**config.mk**
```make
export PLATFORM = sky130hd
export DESIGN_NAME = ps2_tx_flat
export DESIGN_NICKNAME = d
export VERILOG_FILES = /design/src/rtl/ps2_pkg.sv /design/src/rtl/ps2_tx_if.sv /design/src/rtl/ps2_line_sync.sv /design/src/rtl/ps2_tx.sv /design/src/flat_wrapper.sv
export SDC_FILE = /design/constraint.sdc
export NUM_CORES = 1
export LEC_CHECK = 0
export BUFFER_PORTS_ARGS = -buffer_cell sky130_fd_sc_hd__buf_2
export CAP_MARGIN = 15
export CORE_UTILIZATION = 58
export CTS_BUF_LIST = sky130_fd_sc_hd__clkbuf_8 sky130_fd_sc_hd__clkbuf_16
export CTS_CLUSTER_SIZE = 8
export DETAILED_ROUTE_END_ITERATION = 16
export HOLD_SLACK_MARGIN = 0.12
export PLACE_DENSITY = 0.78
export SLEW_MARGIN = 20
export SYNTH_ARGS = -nofsm -noshare
export SYNTH_HDL_FRONTEND = slang
export SYNTH_SLANG_ARGS = --single-unit
```
**constraint.sdc**
```tcl
create_clock -name Clk -period 2.7 [get_ports Clk]
set_input_delay 0.27 -clock Clk [delete_from_list [all_inputs] [get_ports Clk]]
set_output_delay 0.27 -clock Clk [all_outputs]
set_load 0.03 [all_outputs]
```
**src/rtl/ps2_pkg.sv**
```systemverilog
// ps2_pkg: shared state type, default timing constants and parity helper for ps2_tx
package ps2_pkg;
  typedef enum logic [3:0] {
    S_IDLE, S_INHIBIT, S_START, S_DATA, S_PARITY, S_STOP, S_ACK, S_WAIT_REL, S_DONE, S_ERR
  } state_e;
  localparam int INHIBIT_CYCLES_DEF = 5000;
  localparam int TIMEOUT_CYCLES_DEF = 750000;
  localparam int FRAME_BITS = 11;
  function automatic logic odd_parity(input logic [7:0] d);
    return ~^d;
  endfunction
endpackage

```
**src/rtl/ps2_tx_if.sv**
```systemverilog
// ps2_tx_if: byte request/response handshake and open-drain PS/2 line signals of ps2_tx
interface ps2_tx_if;
  logic [7:0] tx_data;
  logic tx_valid;
  logic tx_ready;
  logic tx_done;
  logic tx_err;
  logic clk_drv_low;
  logic data_drv_low;
  logic ps2_nclk;
  logic ndata;
  modport master (
    output tx_data, tx_valid, ps2_nclk, ndata,
    input  tx_ready, tx_done, tx_err, clk_drv_low, data_drv_low
  );
  modport slave (
    input  tx_data, tx_valid, ps2_nclk, ndata,
    output tx_ready, tx_done, tx_err, clk_drv_low, data_drv_low
  );
endinterface

```
**src/rtl/ps2_line_sync.sv**
```systemverilog
// ps2_line_sync: 2-flop synchronizer for one raw PS/2 line plus a 1->0 edge detector
module ps2_line_sync (
  input  logic Clk,
  input  logic Reset,
  input  logic line_i,
  output logic level_o,
  output logic fall_o
);
  logic [2:0] sync_q;
  always_ff @(posedge Clk) begin
    if (Reset) sync_q <= '1;
    else sync_q <= {sync_q[1:0], line_i};
  end
  assign level_o = sync_q[1];
  assign fall_o = sync_q[2] & ~sync_q[1];
endmodule

```
**src/rtl/ps2_tx.sv**
```systemverilog
// ps2_tx: PS/2 host-to-device byte transmitter (inhibit, start, 8 data LSB first, odd parity, stop, ACK).
// Define PS2_TX_TIMEOUT_EN to abort a frame when the device stops clocking for TIMEOUT_CYCLES.
module ps2_tx
  import ps2_pkg::*;
#(
  parameter int INHIBIT_CYCLES = INHIBIT_CYCLES_DEF,
  parameter int TIMEOUT_CYCLES = TIMEOUT_CYCLES_DEF
) (
  input logic Clk,
  input logic Reset,
  ps2_tx_if.slave bus
);
  localparam int IW = $clog2(INHIBIT_CYCLES + 1);
  state_e state_q, state_d;
  logic [IW-1:0] cnt_q, cnt_d;
  logic [3:0] bit_q, bit_d;
  logic [8:0] sh_q, sh_d;
  logic clk_drv_q, clk_drv_d, data_drv_q, data_drv_d;
  logic clk_lvl, clk_fall, data_lvl, data_fall_unused;
  ps2_line_sync u_clk_sync (.Clk, .Reset, .line_i(bus.ps2_nclk), .level_o(clk_lvl), .fall_o(clk_fall));
  ps2_line_sync u_data_sync (.Clk, .Reset, .line_i(bus.ndata), .level_o(data_lvl), .fall_o(data_fall_unused));
`ifdef PS2_TX_TIMEOUT_EN
  localparam int TW = $clog2(TIMEOUT_CYCLES + 1);
  logic [TW-1:0] tout_q, tout_d;
  logic in_frame;
  assign in_frame = state_q inside {S_START, S_DATA, S_PARITY, S_STOP, S_ACK};
  always_ff @(posedge Clk) begin
    if (Reset) tout_q <= '0;
    else tout_q <= tout_d;
  end
`else
  localparam int TIMEOUT_UNUSED = TIMEOUT_CYCLES;
`endif
  always_comb begin
    state_d = state_q;
    cnt_d = cnt_q;
    bit_d = bit_q;
    sh_d = sh_q;
    clk_drv_d = clk_drv_q;
    data_drv_d = data_drv_q;
    case (state_q)
      S_IDLE: if (bus.tx_valid) begin
        state_d = S_INHIBIT;
        cnt_d = '0;
        bit_d = '0;
        sh_d = {odd_parity(bus.tx_data), bus.tx_data};
        clk_drv_d = 1'b1;
        data_drv_d = INHIBIT_CYCLES == 1;
      end
      // data goes low one cycle before the clock is released, so the start bit is already set up
      S_INHIBIT: begin
        cnt_d = cnt_q + 1'b1;
        data_drv_d = cnt_q == IW'(INHIBIT_CYCLES - 2);
        if (cnt_q == IW'(INHIBIT_CYCLES - 1)) begin
          state_d = S_START;
          clk_drv_d = 1'b0;
          data_drv_d = 1'b1;
        end
      end
      S_START, S_DATA: if (clk_fall) begin
        data_drv_d = ~sh_q[0];
        sh_d = {1'b0, sh_q[8:1]};
        bit_d = bit_q + 1'b1;
        state_d = (state_q == S_START) ? S_DATA : (bit_q == 4'(FRAME_BITS - 3)) ? S_PARITY : S_DATA;
      end
      S_PARITY: if (clk_fall) begin
        data_drv_d = 1'b0;
        state_d = S_STOP;
      end
      S_STOP: if (clk_fall) state_d = data_lvl ? S_ERR : S_ACK;
      S_ACK: if (clk_lvl && data_lvl) state_d = S_DONE;
      default: state_d = S_IDLE;
    endcase
`ifdef PS2_TX_TIMEOUT_EN
    tout_d = (in_frame && !clk_fall) ? tout_q + 1'b1 : '0;
    if (in_frame && !clk_fall && tout_q == TW'(TIMEOUT_CYCLES - 1)) begin
      state_d = S_ERR;
      clk_drv_d = 1'b0;
      data_drv_d = 1'b0;
    end
`endif
  end
  always_ff @(posedge Clk) begin
    if (Reset) begin
      state_q <= S_IDLE;
      cnt_q <= '0;
      bit_q <= '0;
      sh_q <= '0;
      clk_drv_q <= 1'b0;
      data_drv_q <= 1'b0;
    end else begin
      state_q <= state_d;
      cnt_q <= cnt_d;
      bit_q <= bit_d;
      sh_q <= sh_d;
      clk_drv_q <= clk_drv_d;
      data_drv_q <= data_drv_d;
    end
  end
  assign bus.tx_ready = state_q == S_IDLE;
  assign bus.tx_done = state_q == S_DONE;
  assign bus.tx_err = state_q == S_ERR;
  assign bus.clk_drv_low = clk_drv_q;
  assign bus.data_drv_low = data_drv_q;
endmodule

```
**src/flat_wrapper.sv**
```systemverilog
// flat-port wrapper written by rule: the top's interface ports become plain ports
module ps2_tx_flat import ps2_pkg::*;
#(
  parameter int INHIBIT_CYCLES = INHIBIT_CYCLES_DEF,
  parameter int TIMEOUT_CYCLES = TIMEOUT_CYCLES_DEF
)
  (Clk, Reset, bus_tx_data, bus_tx_valid, bus_ps2_nclk, bus_ndata, bus_tx_ready, bus_tx_done, bus_tx_err, bus_clk_drv_low, bus_data_drv_low);
  ps2_tx_if bus_i ();
  input logic Clk;
  input logic Reset;
  input wire logic [$bits(bus_i.tx_data)-1:0] bus_tx_data;
  input wire logic [$bits(bus_i.tx_valid)-1:0] bus_tx_valid;
  input wire logic [$bits(bus_i.ps2_nclk)-1:0] bus_ps2_nclk;
  input wire logic [$bits(bus_i.ndata)-1:0] bus_ndata;
  output wire logic [$bits(bus_i.tx_ready)-1:0] bus_tx_ready;
  output wire logic [$bits(bus_i.tx_done)-1:0] bus_tx_done;
  output wire logic [$bits(bus_i.tx_err)-1:0] bus_tx_err;
  output wire logic [$bits(bus_i.clk_drv_low)-1:0] bus_clk_drv_low;
  output wire logic [$bits(bus_i.data_drv_low)-1:0] bus_data_drv_low;
  assign bus_i.tx_data = bus_tx_data;
  assign bus_i.tx_valid = bus_tx_valid;
  assign bus_i.ps2_nclk = bus_ps2_nclk;
  assign bus_i.ndata = bus_ndata;
  assign bus_tx_ready = bus_i.tx_ready;
  assign bus_tx_done = bus_i.tx_done;
  assign bus_tx_err = bus_i.tx_err;
  assign bus_clk_drv_low = bus_i.clk_drv_low;
  assign bus_data_drv_low = bus_i.data_drv_low;
  ps2_tx #(.INHIBIT_CYCLES(INHIBIT_CYCLES), .TIMEOUT_CYCLES(TIMEOUT_CYCLES)) u_core (.Clk(Clk), .Reset(Reset), .bus(bus_i));
endmodule
```
==> results of run 1 <==
==> Yosys cell counts, drive strengths merged, types with 2 or more instances <==
cell | instances | share of area
or4 | 2 | 0.0077
nand4 | 2 | 0.0065
o211ai | 3 | 0.012
nand2 | 22 | 0.043
xnor2 | 7 | 0.032
or4b | 2 | 0.014
nor4 | 3 | 0.013
inv | 8 | 0.015
a211oi | 3 | 0.012
clkbuf | 10 | 0.019
or3 | 7 | 0.025
nor3 | 5 | 0.013
a311oi | 8 | 0.036
and3 | 2 | 0.0065
nor2b | 2 | 0.0065
or3b | 2 | 0.0090
nand3b | 3 | 0.012
nor3b | 2 | 0.0077
nand3 | 8 | 0.021
buf | 4 | 0.0097
a21oi | 23 | 0.059
dfxtp | 37 | 0.38
nand2b | 9 | 0.029
o311ai | 2 | 0.0090
nor2 | 23 | 0.045
or2 | 6 | 0.019
ha | 4 | 0.026
o21ai | 8 | 0.021
==> metal layers <==
metal  share of wire  track usage  up-vias
met4           0.016      0.08638        0
met5               0            0        -
met3           0.031      0.06494        8
li1                -            -      894
met1            0.49       0.3016      783
met2            0.46       0.3889       24
==> metrics by stage <==
step | total power [W] | hold WS, ns | util | cells | cell area, um^2
floorplan | 0.001135 | 0.3738 | - | 238 | 1939
global placement | 0.001278 | 0.3912 | 0.6665 | 291 | 2068
detailed placement | 0.001288 | 0.3965 | 0.6665 | 291 | 2068
CTS | 0.001670 | 0.1604 | 0.6944 | 298 | 2155
global route | 0.001770 | 0.1657 | 0.6944 | 298 | 2155
finish | 0.001657 | 0.1656 | 0.6944 | 298 | 2155
==> sequential cells by signal, summed over array words and instances (netlist names) <==
name	cells
u_core.u_clk_sync.sync_q	3
u_core.bus.clk_drv_low	1
u_core.cnt_q	13
u_core.u_data_sync.sync_q	2
u_core.bus.data_drv_low	1
u_core.bit_q	4
u_core.sh_q	9
u_core.state_q	4
==> final timing paths <==
| kind | to | cells past startpoint |
|---|---|---|
| setup / recovery | u_core.cnt_q[11] | 4 |
| hold / removal | u_core.u_data_sync.sync_q[0] | 2 |
| hold reg to reg | u_core.u_data_sync.sync_q[1] | 1 |
| setup reg to reg | u_core.cnt_q[11] | 4 |
==> report_power, final <==
group	switching, W	leakage, nW	internal (W)
clock	0.000181	0.0485	0.000199
combinational	0.000361	0.417	0.000238
sequential	0.0000498	0.302	0.000629
total	0.000591	0.767	0.00107
==> kinds of logic (layout without fill, tap and decap cells) <==
family | Yosys count | after routing
adders and majority gates | 4 | 4
DFF | 37 | 37
and+or+nand+nor | 105 | 105
AOI/OAI and AO/OA | 62 | 62
buffers and inverters | 22 | 38
xor gates and xnor gates | 8 | 8
==> final cells by class <==
| class | instances | area [um^2] |
|---|---|---|
| Multi-Input combinational cell | 179 | 1112 |
| Fill cell | 294 | 948.4 |
| Sequential cell | 37 | 740.7 |
| Timing Repair Buffer | 23 | 130.1 |
| Clock buffer | 6 | 82.58 |
| Tap cell | 44 | 55.05 |
| Inverter | 8 | 30.03 |
| Clock inverter | 1 | 3.754 |
==> critical path, stage by stage, from the launching register on <==
cell                      delay, ns
sky130_fd_sc_hd__dfxtp_1       0.41
sky130_fd_sc_hd__or4b_4        0.60
sky130_fd_sc_hd__or3_4         0.43
sky130_fd_sc_hd__or4_1         0.54
sky130_fd_sc_hd__a21oi_1       0.15
==> impl_metrics.env, run 1 <==
export IMPL_reg2reg_from="u_core.state_q[3]"
export IMPL_async_reset_ff_frac=0
export IMPL_dp_hpwl_um=2622
export IMPL_holdBufCountCts=0
export IMPL_end_kind="register"
export IMPL_finalWorstPathRequiredPeriod_ns=2.204
export IMPL_worst_hold_startpoint="bus_ndata"
export IMPL_number_of_nets_in_the_synthesized_netlist=255
export IMPL_first_global_vias=1498
export IMPL_largest_family_of_logic_cells_by_synthesized_area="simple AND/OR/NAND/NOR gates"
export IMPL_timing_fmax_mhz=453.8
export IMPL_num_antenna_cells=0
export IMPL_synth_simple_gate_area_frac=0.3000
export IMPL_synth_top_flop_cell="sky130_fd_sc_hd__dfxtp_1"
export IMPL_final_setup_viol_count=0
export IMPL_area_growth_syn_to_layout_pct=11.10
export IMPL_min_period_over_period=0.8162
export IMPL_max_vdd_ir_drop_v=0.0004416
export IMPL_ys_seq_elements=37
export IMPL_hold_violations=0
export IMPL_routed_via_density=5.735
export IMPL_place_ws_ns=0.5711
export IMPL_clk_latency_ns=0.29
export IMPL_drtIter0Drc=100
export IMPL_fp_dieArea_um2=3579
export IMPL_port_buffer_count=17
export IMPL_synthAdderAreaFrac=0.02581
export IMPL_max_cap_violations=0
export IMPL_synthesis_area_um2=1939
export IMPL_tightest_slew_ns=0.7849
export IMPL_worst_setup_path_startpoint="u_core.state_q[3]"
export IMPL_max_slew_margin_rel=0.4719
export IMPL_drt_antenna_violating_nets=0
export IMPL_share_of_post_route_cells_with_drive_strength_above_1=0.1654
export IMPL_finClkSkew_ns=0.01010
export IMPL_place_gp_congestion=0.8333
export IMPL_cts_root_buffer_cell="sky130_fd_sc_hd__clkbuf_8"
export IMPL_yosysWarnings=0
export IMPL_grt_start_max_net_pins=36
export IMPL_drt_pass1_iterations=4
export IMPL_die_w_um=59.83
export IMPL_h_tree_depth=2
export IMPL_cts_setup_buffers=0
export IMPL_route_detailed_drc=0
export IMPL_min_path_type="in2reg"
export IMPL_number_of_buffers_created_by_cts=5
export IMPL_drt_total_wl_um=3923
export IMPL_r2r_slack_ns=0.50
export IMPL_setup_ws_ns=0.4964
export IMPL_grt_first_pass_wirelength_um=6430
export IMPL_ys_types=52
export IMPL_peak_fanout_along_the_critical_path=12
export IMPL_share_of_the_synthesized_area_in_compound_gates_ao_oa_aoi_oai=0.2116
export IMPL_total_number_of_clock_tree_sinks=37
export IMPL_post_synthesis_average_cell_area_um2=8.149
export IMPL_critPathLaunchType="register"
export IMPL_critPathRequiredTime_ns=2.91
export IMPL_power_density_nw_per_um2=769.1
export IMPL_critPathArrivalTime_ns=2.41
export IMPL_synth_xor_area_share=0.03613
export IMPL_nNetsFinal=271
export IMPL_total_leakage_power_nw=0.7673
export IMPL_tritoncts_clock_tree="built"
export IMPL_syn_instance_count=238
export IMPL_layout_common_cells="sky130_fd_sc_hd__dfxtp_1, sky130_fd_sc_hd__nor2_1, sky130_fd_sc_hd__a21oi_1, sky130_fd_sc_hd__nand2_1, sky130_fd_sc_hd__buf_2"
export IMPL_ios=18
export IMPL_route_detailed_wl_per_inst_um=13.16
export IMPL_detailroute_via_count=1709
export IMPL_resized_after_cts=0
export IMPL_synth_yosys_seq_area_share=0.3819
export IMPL_die_height_um=59.83
export IMPL_grtUsageTotal=0.2389
export IMPL_setup_total_negative_slack_ns=0
export IMPL_synth_area_mux_share=0
export IMPL_clkSlewWorstSetupHoldPaths_ns=0.06
export IMPL_grt_antenna_before_repair=0
export IMPL_grt_overflow_total=0
export IMPL_core_rowCount=20
export IMPL_crit_type="reg2reg"
export IMPL_rsz_0062_raised_after_global_routing="false"
export IMPL_start_util=0.6250
export IMPL_commonest_non_fill_non_tap_cell_in_the_layout="sky130_fd_sc_hd__dfxtp_1"
export IMPL_core_area_um2=3103
export IMPL_ctsLongestPathBuffers=2
export IMPL_synth_edff_count=0
export IMPL_status="complete, no violations"
export IMPL_finalMaxSlewViolations=0
No activity file was read; power rests on OpenSTA's default activity.
==> inputs of run 2 (changes only) <==
- clock period: 2.7 -> 2.05 ns (I/O delays scaled with it)
==> run 2 against run 1 <==
  * Sequential share of layout area down 1.7 points
  * Highest routed layer unchanged
  * Critical path type unchanged
  * Combinational power up 46%
  * Clock power up 47%
==> impl_metrics.env, run 2 (synthesis results as in run 1) <==
export IMPL_grtUsageTotal=0.2577
export IMPL_drt_pass1_iterations=4
export IMPL_dp_cells=297
export IMPL_fillerInstances=254
export IMPL_grt_overflow_total=0
export IMPL_total_leakage_power_nw=0.8221
export IMPL_power_density_nw_per_um2=1023
export IMPL_routed_via_density=5.951
export IMPL_min_period_over_period=0.9892
export IMPL_cts_setup_buffers=0
export IMPL_finalWorstPathRequiredPeriod_ns=2.028
export IMPL_grt_start_max_net_pins=36
export IMPL_status="complete, no violations"
export IMPL_total_number_of_clock_tree_sinks=37
export IMPL_multi_input_comb_area_um2=1130
export IMPL_drt_antenna_violating_nets=0
export IMPL_rsz_0062_raised_after_global_routing="true"
export IMPL_max_vdd_ir_drop_v=0.0006886
export IMPL_route_detailed_drc=0
export IMPL_die_w_um=59.83
export IMPL_layout_common_cells="sky130_fd_sc_hd__dfxtp_1, sky130_fd_sc_hd__nor2_1, sky130_fd_sc_hd__nand2_1, sky130_fd_sc_hd__a21oi_1, sky130_fd_sc_hd__buf_2"
export IMPL_finalMaxSlewViolations=0
export IMPL_hold_violations=0
export IMPL_dp_hpwl_um=2793
export IMPL_timing_fmax_mhz=493.2
export IMPL_ios=18
export IMPL_tritoncts_clock_tree="built"
export IMPL_route_detailed_wl_per_inst_um=13.27
export IMPL_tightest_slew_ns=0.6017
export IMPL_commonest_non_fill_non_tap_cell_in_the_layout="sky130_fd_sc_hd__dfxtp_1"
export IMPL_critPathRequiredTime_ns=2.28
export IMPL_drtIter0Drc=115
export IMPL_port_buffer_count=17
export IMPL_ctsLongestPathBuffers=2
export IMPL_area_growth_syn_to_layout_pct=16.77
export IMPL_register_area_um2=740.7
export IMPL_fp_dieArea_um2=3579
export IMPL_worst_hold_margin_ns=0.1900
export IMPL_grt_antenna_before_repair=0
export IMPL_num_antenna_cells=0
export IMPL_core_area_um2=3103
export IMPL_number_of_buffers_created_by_cts=5
export IMPL_share_of_post_route_cells_with_drive_strength_above_1=0.1977
export IMPL_nNetsFinal=279
export IMPL_max_cap_violations=0
export IMPL_grt_first_pass_wirelength_um=6762
export IMPL_peak_fanout_along_the_critical_path=6
export IMPL_h_tree_depth=2
export IMPL_first_global_vias=1511
export IMPL_critPathArrivalTime_ns=2.26
export IMPL_core_rowCount=20
export IMPL_place_gp_congestion=0.8597
export IMPL_die_height_um=59.83
export IMPL_layoutNonFillerInstCount=307
export IMPL_regMostFlops="u_core.cnt_q"
export IMPL_clkSlewWorstSetupHoldPaths_ns=0.07
export IMPL_clk_latency_ns=0.29
export IMPL_start_util=0.6250
export IMPL_largest_register_ff_count=13
export IMPL_cts_root_buffer_cell="sky130_fd_sc_hd__clkbuf_8"
export IMPL_end_kind="register"
export IMPL_biggestRegsByFlops="u_core.cnt_q x13, u_core.sh_q x9"
export IMPL_final_setup_viol_count=0
export IMPL_finClkSkew_ns=0.007235
export IMPL_max_slew_margin_rel=0.5988
export IMPL_detailroute_via_count=1827
export IMPL_crit_type="reg2reg"
export IMPL_min_path_type="in2reg"
export IMPL_critPathLaunchType="register"
export IMPL_drt_total_wl_um=4074
[run 2: changes by cell type in the layout (fill, tap and decap cells not counted)]
cell / before / now
sky130_fd_sc_hd__clkinv_2: 0 / 1
sky130_fd_sc_hd__nor4_2: 1 / 0
sky130_fd_sc_hd__or3_4: 1 / 2
sky130_fd_sc_hd__a21oi_1: 23 / 22
sky130_fd_sc_hd__or3_1: 6 / 5
sky130_fd_sc_hd__dlygate4sd3_1: 0 / 2
sky130_fd_sc_hd__nor4_4: 0 / 1
sky130_fd_sc_hd__clkbuf_8: 6 / 7
sky130_fd_sc_hd__buf_12: 0 / 1
sky130_fd_sc_hd__buf_4: 6 / 11
sky130_fd_sc_hd__inv_1: 9 / 8
sky130_fd_sc_hd__a21oi_2: 0 / 1
[run 2: area by class of cell]
cell class / count / area share
Multi-Input combinational cell: 179 / 0.4989
Sequential cell: 37 / 0.3271
Timing Repair Buffer: 31 / 0.09171
Clock buffer: 7 / 0.04254
Tap cell: 44 / 0.02431
Inverter: 8 / 0.01326
Clock inverter: 1 / 0.002210
[run 2: routing by layer]
metal	part of all wire	vias up	GRT usage	wire length [um]
met5	0	-	0	0
met4	0.016	0	0.1030	64
met3	0.059	8	0.08874	241
met2	0.45	46	0.3841	1841
met1	0.47	860	0.3396	1926
li1	-	913	-	-
[run 2: worst paths after layout]
check                           cells after the start  slack (ns)                          from                           end
worst max register to register                      4        0.02             u_core.state_q[1]              u_core.cnt_q[12]
worst min-delay path                                3        0.19                bus_tx_data[1]                u_core.sh_q[1]
worst min register to register                      1        0.41  u_core.u_data_sync.sync_q[0]  u_core.u_data_sync.sync_q[1]
worst max-delay path                                4        0.02             u_core.state_q[1]              u_core.cnt_q[12]
[run 2: critical path, cell delays in order, from the launching register on]
cell                      delay (ns)
sky130_fd_sc_hd__dfxtp_1        0.31
sky130_fd_sc_hd__or4b_4         0.56
sky130_fd_sc_hd__or4b_4         0.60
sky130_fd_sc_hd__or3_4          0.39
sky130_fd_sc_hd__a21oi_2        0.11
[run 2: stage by stage]
stage	setup slack [ns]	total power (W)	util	setup TNS, ns	instance area (um^2)
after CTS	0.04118	0.002320	0.7270	0	2256
after floorplan	0.02375	0.001510	-	0	1948
after detailed placement	0.06639	0.001764	0.6879	0	2135
final	0.02223	0.002317	0.7298	0	2265
after global routing	-0.02097	0.002473	0.7298	-0.02097	2265
after global placement	0.09047	0.001750	0.6879	0	2135
[run 2: what timing repair did]
action / CTS / global route
setup endpoints to repair: 0 / 2
resized for setup: 0 / 2
endpoints found under the hold margin: 2 / 0
hold buffers: 2 / 0
[run 2: report_power, final]
part | switching (W) | internal [W]
Combinational | 0.000511 | 0.000365
Sequential | 0.0000538 | 0.000828
Clock | 0.000255 | 0.000304
Total | 0.000821 | 0.00150
==> inputs of run 3 (changes only) <==
--- a/config.mk
+++ b/config.mk
@@ -9,3 +9,4 @@
 export CAP_MARGIN = 15
-export CORE_UTILIZATION = 58
+export CORE_ASPECT_RATIO = 0.8
+export CORE_UTILIZATION = 52
 export CTS_BUF_LIST = sky130_fd_sc_hd__clkbuf_8 sky130_fd_sc_hd__clkbuf_16
@@ -14,3 +15,3 @@
 export HOLD_SLACK_MARGIN = 0.12
-export PLACE_DENSITY = 0.78
+export PLACE_DENSITY = 0.71
 export SLEW_MARGIN = 20
--- a/constraint.sdc
+++ b/constraint.sdc
@@ -3,2 +3,2 @@
 set_output_delay 0.205 -clock Clk [all_outputs]
-set_load 0.03 [all_outputs]
+set_load 0.01 [all_outputs]
==> run 3 against run 2 <==
  * Critical path depth unchanged
  * Register-to-register slack about the same
  * Sequential cell count unchanged
  * Clock skew decreased by 0.0018 ns
  * Core utilization decreased by 9.0 points
  * Cell count decreased by 0.98%
  * Via count decreased by 3.7%
  * Power decreased by 4.2%
  * Global-route usage decreased by 3.9 points
  * Combinational power decreased by 13%
  * Worst hold slack improved by 0.0015 ns
  * Final area decreased by 1.3%
  * Critical endpoint unchanged
  * Largest cell class unchanged
  * Highest routed layer unchanged
==> impl_metrics.env, run 3 (synthesis results as in run 1) <==
export IMPL_critPathRequiredTime_ns=2.27
export IMPL_peak_fanout_along_the_critical_path=6
export IMPL_power_density_nw_per_um2=992.8
export IMPL_total_number_of_clock_tree_sinks=37
export IMPL_drt_antenna_violating_nets=0
export IMPL_min_path_type="in2reg"
export IMPL_tightest_slew_ns=0.6363
export IMPL_ios=18
export IMPL_place_gp_congestion=0.8167
export IMPL_multi_input_comb_area_um2=1120
export IMPL_end_kind="register"
export IMPL_nNetsFinal=278
export IMPL_route_detailed_wl_per_inst_um=13.46
export IMPL_commonest_non_fill_non_tap_cell_in_the_layout="sky130_fd_sc_hd__dfxtp_1"
export IMPL_detailroute_via_count=1760
export IMPL_share_of_post_route_cells_with_drive_strength_above_1=0.1947
export IMPL_design_area_um2=2236
export IMPL_grt_met2_usage=0.3320
export IMPL_min_period_over_period=0.9857
export IMPL_status="complete, no violations"
export IMPL_drt_pass1_iterations=4
export IMPL_first_global_vias=1517
export IMPL_ctsLongestPathBuffers=2
export IMPL_post_route_util=0.6398
export IMPL_net_sw_power_w=0.0007649
export IMPL_placed_area_um2=2096
export IMPL_biggestRegsByFlops="u_core.cnt_q x13, u_core.sh_q x9"
export IMPL_total_leakage_power_nw=0.8086
export IMPL_die_height_um=56.62
export IMPL_core_area_um2=3495
export IMPL_power_internal_w=0.001455
export IMPL_num_antenna_cells=0
export IMPL_routed_via_density=5.789
export IMPL_grtUsageTotal=0.2189
export IMPL_register_area_um2=740.7
export IMPL_layout_common_cells="sky130_fd_sc_hd__dfxtp_1, sky130_fd_sc_hd__nor2_1, sky130_fd_sc_hd__nand2_1, sky130_fd_sc_hd__a21oi_1, sky130_fd_sc_hd__buf_2"
export IMPL_setup_ws_ns=0.02927
export IMPL_area_growth_syn_to_layout_pct=15.29
export IMPL_timing_fmax_mhz=494.9
export IMPL_finalWorstPathRequiredPeriod_ns=2.021
export IMPL_port_buffer_count=17
export IMPL_grtUsageMet1=0.3054
export IMPL_h_tree_depth=2
export IMPL_grt_start_max_net_pins=36
export IMPL_clk_latency_ns=0.29
export IMPL_finalMaxSlewViolations=0
export IMPL_largest_register_ff_count=13
export IMPL_crit_type="reg2reg"
export IMPL_clkSlewWorstSetupHoldPaths_ns=0.07
export IMPL_max_slew_margin_rel=0.5758
export IMPL_rsz_0062_raised_after_global_routing="true"
export IMPL_finClkSkew_ns=0.005454
export IMPL_core_rowCount=19
export IMPL_tritoncts_clock_tree="built"
export IMPL_critPathArrivalTime_ns=2.24
export IMPL_share_comb_of_total_power=0.345
export IMPL_max_vdd_ir_drop_v=0.0007058
export IMPL_route_detailed_drc=0
export IMPL_worst_hold_margin_ns=0.1916
export IMPL_grt_antenna_before_repair=0
export IMPL_clock_power_share=0.251
export IMPL_grt_first_pass_wirelength_um=6913
export IMPL_fp_dieArea_um2=3979
export IMPL_drt_total_wl_um=4093
export IMPL_cts_root_buffer_cell="sky130_fd_sc_hd__clkbuf_8"
export IMPL_regMostFlops="u_core.cnt_q"
export IMPL_grt_overflow_total=0
export IMPL_max_cap_violations=0
export IMPL_grt_busiest_layer="met2"
export IMPL_number_of_buffers_created_by_cts=5
export IMPL_switching_share=0.3446
export IMPL_drtIter0Drc=127
export IMPL_sequentialPowerShare=0.404
export IMPL_setup_total_negative_slack_ns=0
export IMPL_place_ws_ns=0.002996
export IMPL_fillerInstances=309
export IMPL_met3_usage=0.06463
export IMPL_start_util=0.5550
export IMPL_final_setup_viol_count=0
export IMPL_die_w_um=70.28
export IMPL_hold_violations=0
export IMPL_dp_hpwl_um=2803
export IMPL_critPathLaunchType="register"
[run 3: changes by cell type in the layout (fill, tap and decap cells not counted), sizes merged]
| cell | before | now |
|---|---|---|
| buf | 29 | 28 |
[run 3: worst paths after layout]
check / start / endpoint / slack, ns / cells after the start
hold / removal: bus_tx_data[6] / u_core.sh_q[6] / 0.19 / 3
setup reg to reg: u_core.state_q[1] / u_core.cnt_q[12] / 0.03 / 4
hold reg to reg: u_core.u_data_sync.sync_q[0] / u_core.u_data_sync.sync_q[1] / 0.41 / 1
setup / recovery: u_core.state_q[1] / u_core.cnt_q[12] / 0.03 / 4
[run 3: what timing repair did]
item / 4_1_cts / 5_1_grt
hold buffers: 2 / 0
gates cloned: 0 / 0
buffers inserted: 1 / 0
resized for setup: 0 / 3
pin swaps: 2 / 5
endpoints found under the hold margin: 2 / 0
endpoints found under the setup margin: 1 / 4
[run 3: per-stage QoR]
stage	cells	total power, W
5_1_grt	304	0.002366
4_1_cts	304	0.002234
6_report	304	0.002220
3_5_place_dp	293	0.001671
2_1_floorplan	238	0.001455
3_3_place_gp	293	0.001661
[run 3: power by group through the flow]
stage / combinational (W) / clock (W) / sequential [W]
2_1_floorplan: 0.000548 / 0 / 0.000907
3_3_place_gp: 0.000754 / 0 / 0.000907
3_5_place_dp: 0.000759 / 0 / 0.000912
4_1_cts: 0.000765 / 0.000572 / 0.000897
5_1_grt: 0.000850 / 0.000603 / 0.000912
6_report: 0.000767 / 0.000556 / 0.000897
[run 3: layout make-up]
class                           count  share of cell area
Multi-Input combinational cell    179              0.5008
Sequential cell                    37              0.3313
Timing Repair Buffer               30             0.08562
Clock buffer                        7             0.04309
Tap cell                           42             0.02350
Inverter                            8             0.01343
Clock inverter                      1            0.002238
[run 3: layer usage]
| metal | routed length (um) | vias up |
|---|---|---|
| li1 | - | 914 |
| met1 | 2047 | 791 |
| met2 | 1792 | 49 |
| met3 | 225 | 6 |
| met4 | 27 | 0 |
| met5 | 0 | - |
[run 3: worst max-delay path, stage by stage, from the launching register on]
cell	delay, ns
sky130_fd_sc_hd__dfxtp_1	0.31
sky130_fd_sc_hd__or4b_4	0.58
sky130_fd_sc_hd__or4b_4	0.56
sky130_fd_sc_hd__or3_1	0.36
sky130_fd_sc_hd__a21oi_1	0.14
